### src/rtl/display_pkg.sv
// Shared types for the BCD display scan path: digit width, decoder control bundle.
// Build option DISPLAY_SCAN_BLINK_EN is consumed by display_scan_ctrl, not here.
package display_pkg;

    localparam int DIGIT_W = 4;
    localparam logic [DIGIT_W-1:0] DIGIT_ZERO = '0;

    typedef struct packed {
        logic [DIGIT_W-1:0] data;
        logic               lt;
        logic               rbi;
        logic               bi;
    } dec_ctrl_t;

endpackage

### src/rtl/scan_tick_gen.sv
// Slot timer for scanned peripherals: free-running 0..SLOT_CYCLES-1 counter.
// slot_start/slot_last/guard_active describe the cycle about to be presented at the next edge.
module scan_tick_gen #(
    parameter int SLOT_CYCLES  = 50000,
    parameter int GUARD_CYCLES = 4
) (
    input  logic clk,
    input  logic rst_n,
    output logic slot_start,
    output logic slot_last,
    output logic guard_active
);

    localparam int CNT_W = (SLOT_CYCLES > 1) ? $clog2(SLOT_CYCLES) : 1;

    logic [CNT_W-1:0] r_cnt;

    always_ff @(posedge clk or negedge rst_n) begin
        if (!rst_n) begin
            r_cnt <= '0;
        end else if (slot_last) begin
            r_cnt <= '0;
        end else begin
            r_cnt <= r_cnt + CNT_W'(1);
        end
    end

    assign slot_start   = (r_cnt == '0);
    assign slot_last    = (r_cnt == CNT_W'(SLOT_CYCLES - 1));
    assign guard_active = (r_cnt < CNT_W'(GUARD_CYCLES));

endmodule

### src/rtl/display_scan_ctrl.sv
// Multiplexed BCD-to-7-seg scan controller: frame double-buffering, leading-zero and guard blanking.
// Define DISPLAY_SCAN_BLINK_EN to add the blink_mask port and the per-frame blink phase counter.
module display_scan_ctrl
    import display_pkg::*;
#(
    parameter int NUM_DIGITS   = 4,
    parameter int SLOT_CYCLES  = 50000,
    parameter int GUARD_CYCLES = 4,
    parameter int BLINK_SLOTS  = 64
) (
    input  logic                          clk,
    input  logic                          rst_n,
    input  logic [DIGIT_W*NUM_DIGITS-1:0] value,
    input  logic                          load,
    input  logic                          lamp_test,
    input  logic                          blank,
    input  logic                          lz_en,
`ifdef DISPLAY_SCAN_BLINK_EN
    input  logic [NUM_DIGITS-1:0]         blink_mask,
`endif
    output logic [DIGIT_W-1:0]            dec_data,
    output logic                          dec_lt,
    output logic                          dec_rbi,
    output logic                          dec_bi,
    output logic [NUM_DIGITS-1:0]         digit_sel,
    output logic                          frame_tick
);

    localparam int IDX_W = $clog2(NUM_DIGITS);
    localparam logic [IDX_W-1:0] MSD_IDX = IDX_W'(NUM_DIGITS - 1);

    if (NUM_DIGITS < 2 || NUM_DIGITS > 8 || BLINK_SLOTS < 1 ||
        SLOT_CYCLES < GUARD_CYCLES + 2) begin : g_bad_param
        $error("display_scan_ctrl: parameter out of range");
    end

    logic                          w_slot_start;
    logic                          w_slot_last;
    logic                          w_guard;
    logic                          w_frame_start;
    logic [DIGIT_W*NUM_DIGITS-1:0] w_frame;
    logic [DIGIT_W-1:0]            w_digit;
    logic                          w_zrun;
    logic                          w_blink_dark;
    dec_ctrl_t                     w_dec;

    logic [IDX_W-1:0]              r_idx;
    logic [DIGIT_W*NUM_DIGITS-1:0] r_pending;
    logic [DIGIT_W*NUM_DIGITS-1:0] r_active;
    logic                          r_zrun;

    scan_tick_gen #(
        .SLOT_CYCLES  (SLOT_CYCLES),
        .GUARD_CYCLES (GUARD_CYCLES)
    ) u_tick (
        .clk          (clk),
        .rst_n        (rst_n),
        .slot_start   (w_slot_start),
        .slot_last    (w_slot_last),
        .guard_active (w_guard)
    );

    // The MSD slot edge shows the freshly promoted frame, so read pending directly there.
    assign w_frame_start = w_slot_start && (r_idx == MSD_IDX);
    assign w_frame       = w_frame_start ? r_pending : r_active;
    assign w_digit       = w_frame[r_idx*DIGIT_W +: DIGIT_W];

    // zrun covers the current digit too, so a nonzero digit never carries rbi.
    always_comb begin
        w_zrun = r_zrun;
        if (w_slot_start) begin
            w_zrun = ((r_idx == MSD_IDX) || r_zrun) && (w_digit == DIGIT_ZERO);
        end
    end

`ifdef DISPLAY_SCAN_BLINK_EN
    localparam int BCNT_W = (BLINK_SLOTS > 1) ? $clog2(BLINK_SLOTS) : 1;

    logic [BCNT_W-1:0] r_blink_cnt;
    logic              r_blink_phase;

    always_ff @(posedge clk or negedge rst_n) begin
        if (!rst_n) begin
            r_blink_cnt   <= '0;
            r_blink_phase <= 1'b0;
        end else if (w_slot_last && (r_idx == '0)) begin
            if (r_blink_cnt == BCNT_W'(BLINK_SLOTS - 1)) begin
                r_blink_cnt   <= '0;
                r_blink_phase <= ~r_blink_phase;
            end else begin
                r_blink_cnt <= r_blink_cnt + BCNT_W'(1);
            end
        end
    end

    assign w_blink_dark = r_blink_phase && blink_mask[r_idx];
`else
    assign w_blink_dark = 1'b0;
`endif

    always_comb begin
        w_dec      = '0;
        w_dec.data = w_digit;
        if (blank) begin
            w_dec.bi = 1'b1;
        end else if (lamp_test) begin
            w_dec.lt = 1'b1;
            w_dec.bi = w_guard;
        end else begin
            w_dec.rbi = lz_en && w_zrun && (r_idx != '0);
            w_dec.bi  = w_guard || w_blink_dark;
        end
    end

    always_ff @(posedge clk or negedge rst_n) begin
        if (!rst_n) begin
            dec_data   <= DIGIT_ZERO;
            dec_lt     <= 1'b0;
            dec_rbi    <= 1'b0;
            dec_bi     <= 1'b1;
            digit_sel  <= '0;
            frame_tick <= 1'b0;
            r_pending  <= '0;
            r_active   <= '0;
            r_idx      <= MSD_IDX;
            r_zrun     <= 1'b1;
        end else begin
            dec_data   <= w_dec.data;
            dec_lt     <= w_dec.lt;
            dec_rbi    <= w_dec.rbi;
            dec_bi     <= w_dec.bi;
            digit_sel  <= NUM_DIGITS'(1) << r_idx;
            frame_tick <= w_frame_start;
            r_zrun     <= w_zrun;
            if (load) begin
                r_pending <= value;
            end
            if (w_frame_start) begin
                r_active <= r_pending;
            end
            if (w_slot_last) begin
                r_idx <= (r_idx == '0) ? MSD_IDX : r_idx - IDX_W'(1);
            end
        end
    end

endmodule

### config.mk
export PLATFORM = sky130hd
export DESIGN_NAME = display_scan_ctrl
export DESIGN_NICKNAME = d
export VERILOG_FILES = /design/src/rtl/display_pkg.sv /design/src/rtl/scan_tick_gen.sv /design/src/rtl/display_scan_ctrl.sv
export SDC_FILE = /design/constraint.sdc
export NUM_CORES = 1
export LEC_CHECK = 0
export BUFFER_PORTS_ARGS = -buffer_cell sky130_fd_sc_hd__buf_4
export CAP_MARGIN = 20
export CELL_PAD_IN_SITES_DETAIL_PLACEMENT = 0
export CELL_PAD_IN_SITES_GLOBAL_PLACEMENT = 2
export CORE_AREA = 3 3 89 91
export DETAILED_ROUTE_END_ITERATION = 8
export DIE_AREA = 0 0 92 94
export GPL_TIMING_DRIVEN = 1
export PLACE_DENSITY_LB_ADDON = 0.1
export SLEW_MARGIN = 20
export SYNTH_ARGS = -nofsm -noshare
export SYNTH_HDL_FRONTEND = slang
export SYNTH_SLANG_ARGS = --single-unit
### constraint.sdc
create_clock -name clk -period 2.8 [get_ports clk]
set_input_delay 0.28 -clock clk [delete_from_list [all_inputs] [get_ports clk]]
set_output_delay 0.28 -clock clk [all_outputs]
set_load 0.02 [all_outputs]
==> qor.csv <==
stage,metric,value,unit
yosys,Yosys top cell by area,dfrtp_1,
grt,total grt overflow,0,
timing,Worst-Margin Slew,0.805,ns
clocking,CTS tree,done,
yosys,ys flop type,dfrtp_1,
worst_setup_path,Worst setup EP type,flop,
final_layout,Final Non-Filler Cells,352,
floorplan,starting density of the core,0.358,
final_layout,fillers,678,
placement,Placer Congestion,0.852,
grt,largest net degree at the start of global routing,64,
grt,Total GRT Usage,0.132,
yosys,sequential fraction of the synthesis area,0.613,
yosys,syn avg cell area,14.3,um^2
grt,initial antenna violation count,0,
run_status,status,finished clean,
yosys,register bit total from synthesis,63,
placement,number of port buffers,33,
worst_setup_path,slowest CP cell,mux4_2,
worst_setup_path,Setup Crit Path Kind,flop to flop,
floorplan,# IOs,34,
clocking,htree depth,3,
timing,RSZ-0062 raised after global routing,yes,
clocking,clock transition at the registers of the reported paths,0.07,ns
floorplan,# rows,31,
floorplan,core area,7210,um^2
clocking,TritonCTS Sinks,63,
routing,final WL,5270,um
floorplan,die width,92,um
worst_setup_path,Critical Path Max Stage Delay,0.51,ns
grt,first-pass GRT wire length,8700,um
worst_setup_path,end of the worst register-to-register path,dec_rbi,
worst_setup_path,worst reg-to-reg setup slack,0.01,ns
timing,Final Skew,0.00792,ns
final_layout,# nets final,276,
worst_setup_path,crit path cell chain,nor3_1 -> nand4_4 -> nor2_4 -> buf_12 -> buf_8 -> buf_4 -> mux2_1 -> mux4_2 -> o41ai_4 -> o211a_1,
power,Power Density,521,nW/um^2
grt,number of global-route vias before repair,1771,
yosys,post-synth net total,209,
yosys,"Async S/R FF share, synth",1.00,
job,Max Cap Viol,0,
worst_setup_path,Crit Reg-Reg Startpoint,u_tick.r_cnt[8],
yosys,mapped cell area,2580,um^2
worst_setup_path,"Req. time, crit path",3.07,ns
yosys,Cells after Synth,181,
timing,Max-slew headroom,0.463,
routing,"antenna viol nets, final",0,
yosys,"Warnings, synthesis",0,
yosys,Yosys top cell area share,0.572,
timing,min Tclk post-route,2.79,ns
power,VDD IR-drop max,201,uV
yosys,library cells used by synthesis,29,
clocking,CTS root buf,clkbuf_8,
final_layout,Area Overhead vs Synth,33.1,%
power,Pwr Total,1790,uW
placement,post-DP HPWL,3640,um
yosys,"top cells by count, synth","59 x dfrtp_1, 27 x mux2_2, 12 x nor2_1",
worst_setup_path,CP startpoint kind,flop,
routing,Via density,4.56,
final_layout,layout cells sized above 1,0.474,
routing,via count,1604,
timing,"Period Utilization, post-route",0.996,
routing,Pre-antenna DRT Iters,3,
timing,Final setup viols,0,
worst_setup_path,Crit Path Max Fanout,7,
yosys,synth top area cells,"dfrtp_1 57%, mux2_2 12%, dfstp_2 4.1%, mux4_2 3.5%, ha_1 2.9%",
yosys,"EDFF count, synth",0,
clocking,Clock Latency Late Sink,0.33,ns
worst_hold_path,Tightest Hold Check Type,input port to asynchronous set/reset pin,
floorplan,Die H,94,um
clocking,CTS buffer count,9,
timing,Slew Limit Fails,0,
clocking,CTS max path bufs,2,
worst_setup_path,Critical Path AT,3.06,ns
timing,Hold Fails Final Rpt,0,
worst_setup_path,worst reg-to-reg path cell count,10,
placement,cell count after placement,325,
routing,First DRT Iteration DRCs,39,
final_layout,final core utilization,0.476,
yosys,"count leader, synth",dfrtp_1,
floorplan,die area,8650,um^2
final_layout,n_diodes,0,
routing,DR WL/cell,15.0,um
power,leakage,0.00163,uW
routing,number of remaining DRC errors,0,
timing,Fmax achieved,358,MHz
==> metal layers <==
metal	routed length [um]	global-route usage	vias to the layer above
met4	95	0.0730	0
met2	2720	0.218	24
met5	0	0	-
met1	2260	0.152	813
met3	205	0.0401	8
li1	-	-	759
==> report_power, final <==
group	switching (uW)	internal, uW	leakage (uW)
sequential	14.7	936	0.000809
combinational	33.5	42.0	0.000722
clock	331	432	0.000100
==> cell families (layout without fill, tap and decap cells) <==
| group | Yosys count | in the layout | synth area share |
|---|---|---|---|
| AOI/OAI and AO/OA | 4 | 4 | 0.0150 |
| xor gates and xnor gates | 14 | 14 | 0.0475 |
| adders and majority gates | 6 | 6 | 0.0291 |
| buffers and inverters | 10 | 82 | 0.0189 |
| DFF | 63 | 63 | 0.613 |
| muxes | 37 | 37 | 0.183 |
| and+or+nand+nor | 47 | 47 | 0.0936 |
==> registers in the layout, indices dropped and copies added (netlist names) <==
signal,cells
r_idx,2
dec_rbi,1
frame_tick,1
u_tick.r_cnt,16
r_active,16
dec_bi,1
r_zrun,1
dec_lt,1
r_pending,16
dec_data,4
digit_sel,4
==> cell type report <==
type | instances | area, um^2 | share of cell area
multi-input combinational | 108 | 1030 | 0.301
clock inverter | 4 | 45.0 | 0.0131
timing repair buffer | 61 | 485 | 0.141
tap | 99 | 124 | 0.0361
inverter | 5 | 18.8 | 0.00547
clock buffer | 12 | 145 | 0.0423
sequential | 63 | 1580 | 0.461
==> per-stage QoR <==
stage / setup TNS (ns) / hold slack (ns) / area, um^2 / setup WS [ns]
after global placement: 0 / 0.407 / 3060 / 0.0487
after CTS: 0 / 0.0533 / 3300 / 0.0124
after detailed placement: -0.125 / 0.427 / 3060 / -0.0761
final: 0 / 0.0337 / 3430 / 0.0103
after global routing: -0.184 / 0.0873 / 3430 / -0.109
after floorplan: 0 / -0.0156 / 2580 / 0.0733
==> how the worst max path moves through the flow <==
stage,slack (ns),cells after the start,to,start
2_1_floorplan,0.07,8,dec_rbi,u_tick.r_cnt[12]
3_3_place_gp,0.05,9,dec_rbi,u_tick.r_cnt[9]
3_5_place_dp,-0.08,8,dec_rbi,u_tick.r_cnt[12]
4_1_cts,0.01,9,dec_rbi,u_tick.r_cnt[9]
5_1_grt,-0.11,10,dec_rbi,u_tick.r_cnt[6]
6_report,0.01,10,dec_rbi,u_tick.r_cnt[8]
==> worst max-delay path, delay by kind of cell (launching register included) <==
kind / cells / cell delay (ns)
AOI/OAI and AO/OA: 2 / 0.44
buffers and inverters: 3 / 0.35
DFF: 1 / 0.42
and+or+nand+nor: 3 / 0.68
muxes: 2 / 0.83
==> cells in the final DEF, fill, tap and decap left out, drive strengths merged, types with 2 or more instances in the layout <==
cell type and n:
buf 61, nand3 7, mux4 4, nor2 13, nor4 4, dfrtp 59, ha 6, clkinv 3
mux2 32, nor3 3, clkbuf 12, inv 5, xnor2 8, nor2b 3, nand2 11, and3 2
xor2 6, dfstp 4
==> timing repair <==
item                                   in CTS  in global routing
resized for setup                           3                 20
hold buffers                                0                  0
cloned                                      0                  0
setup endpoints to repair                   2                  2
buffers inserted                            3                  8
pin swaps                                   2                  3
endpoints found under the hold margin       0                  0
Note: power is estimated with default switching activity, not from simulation.
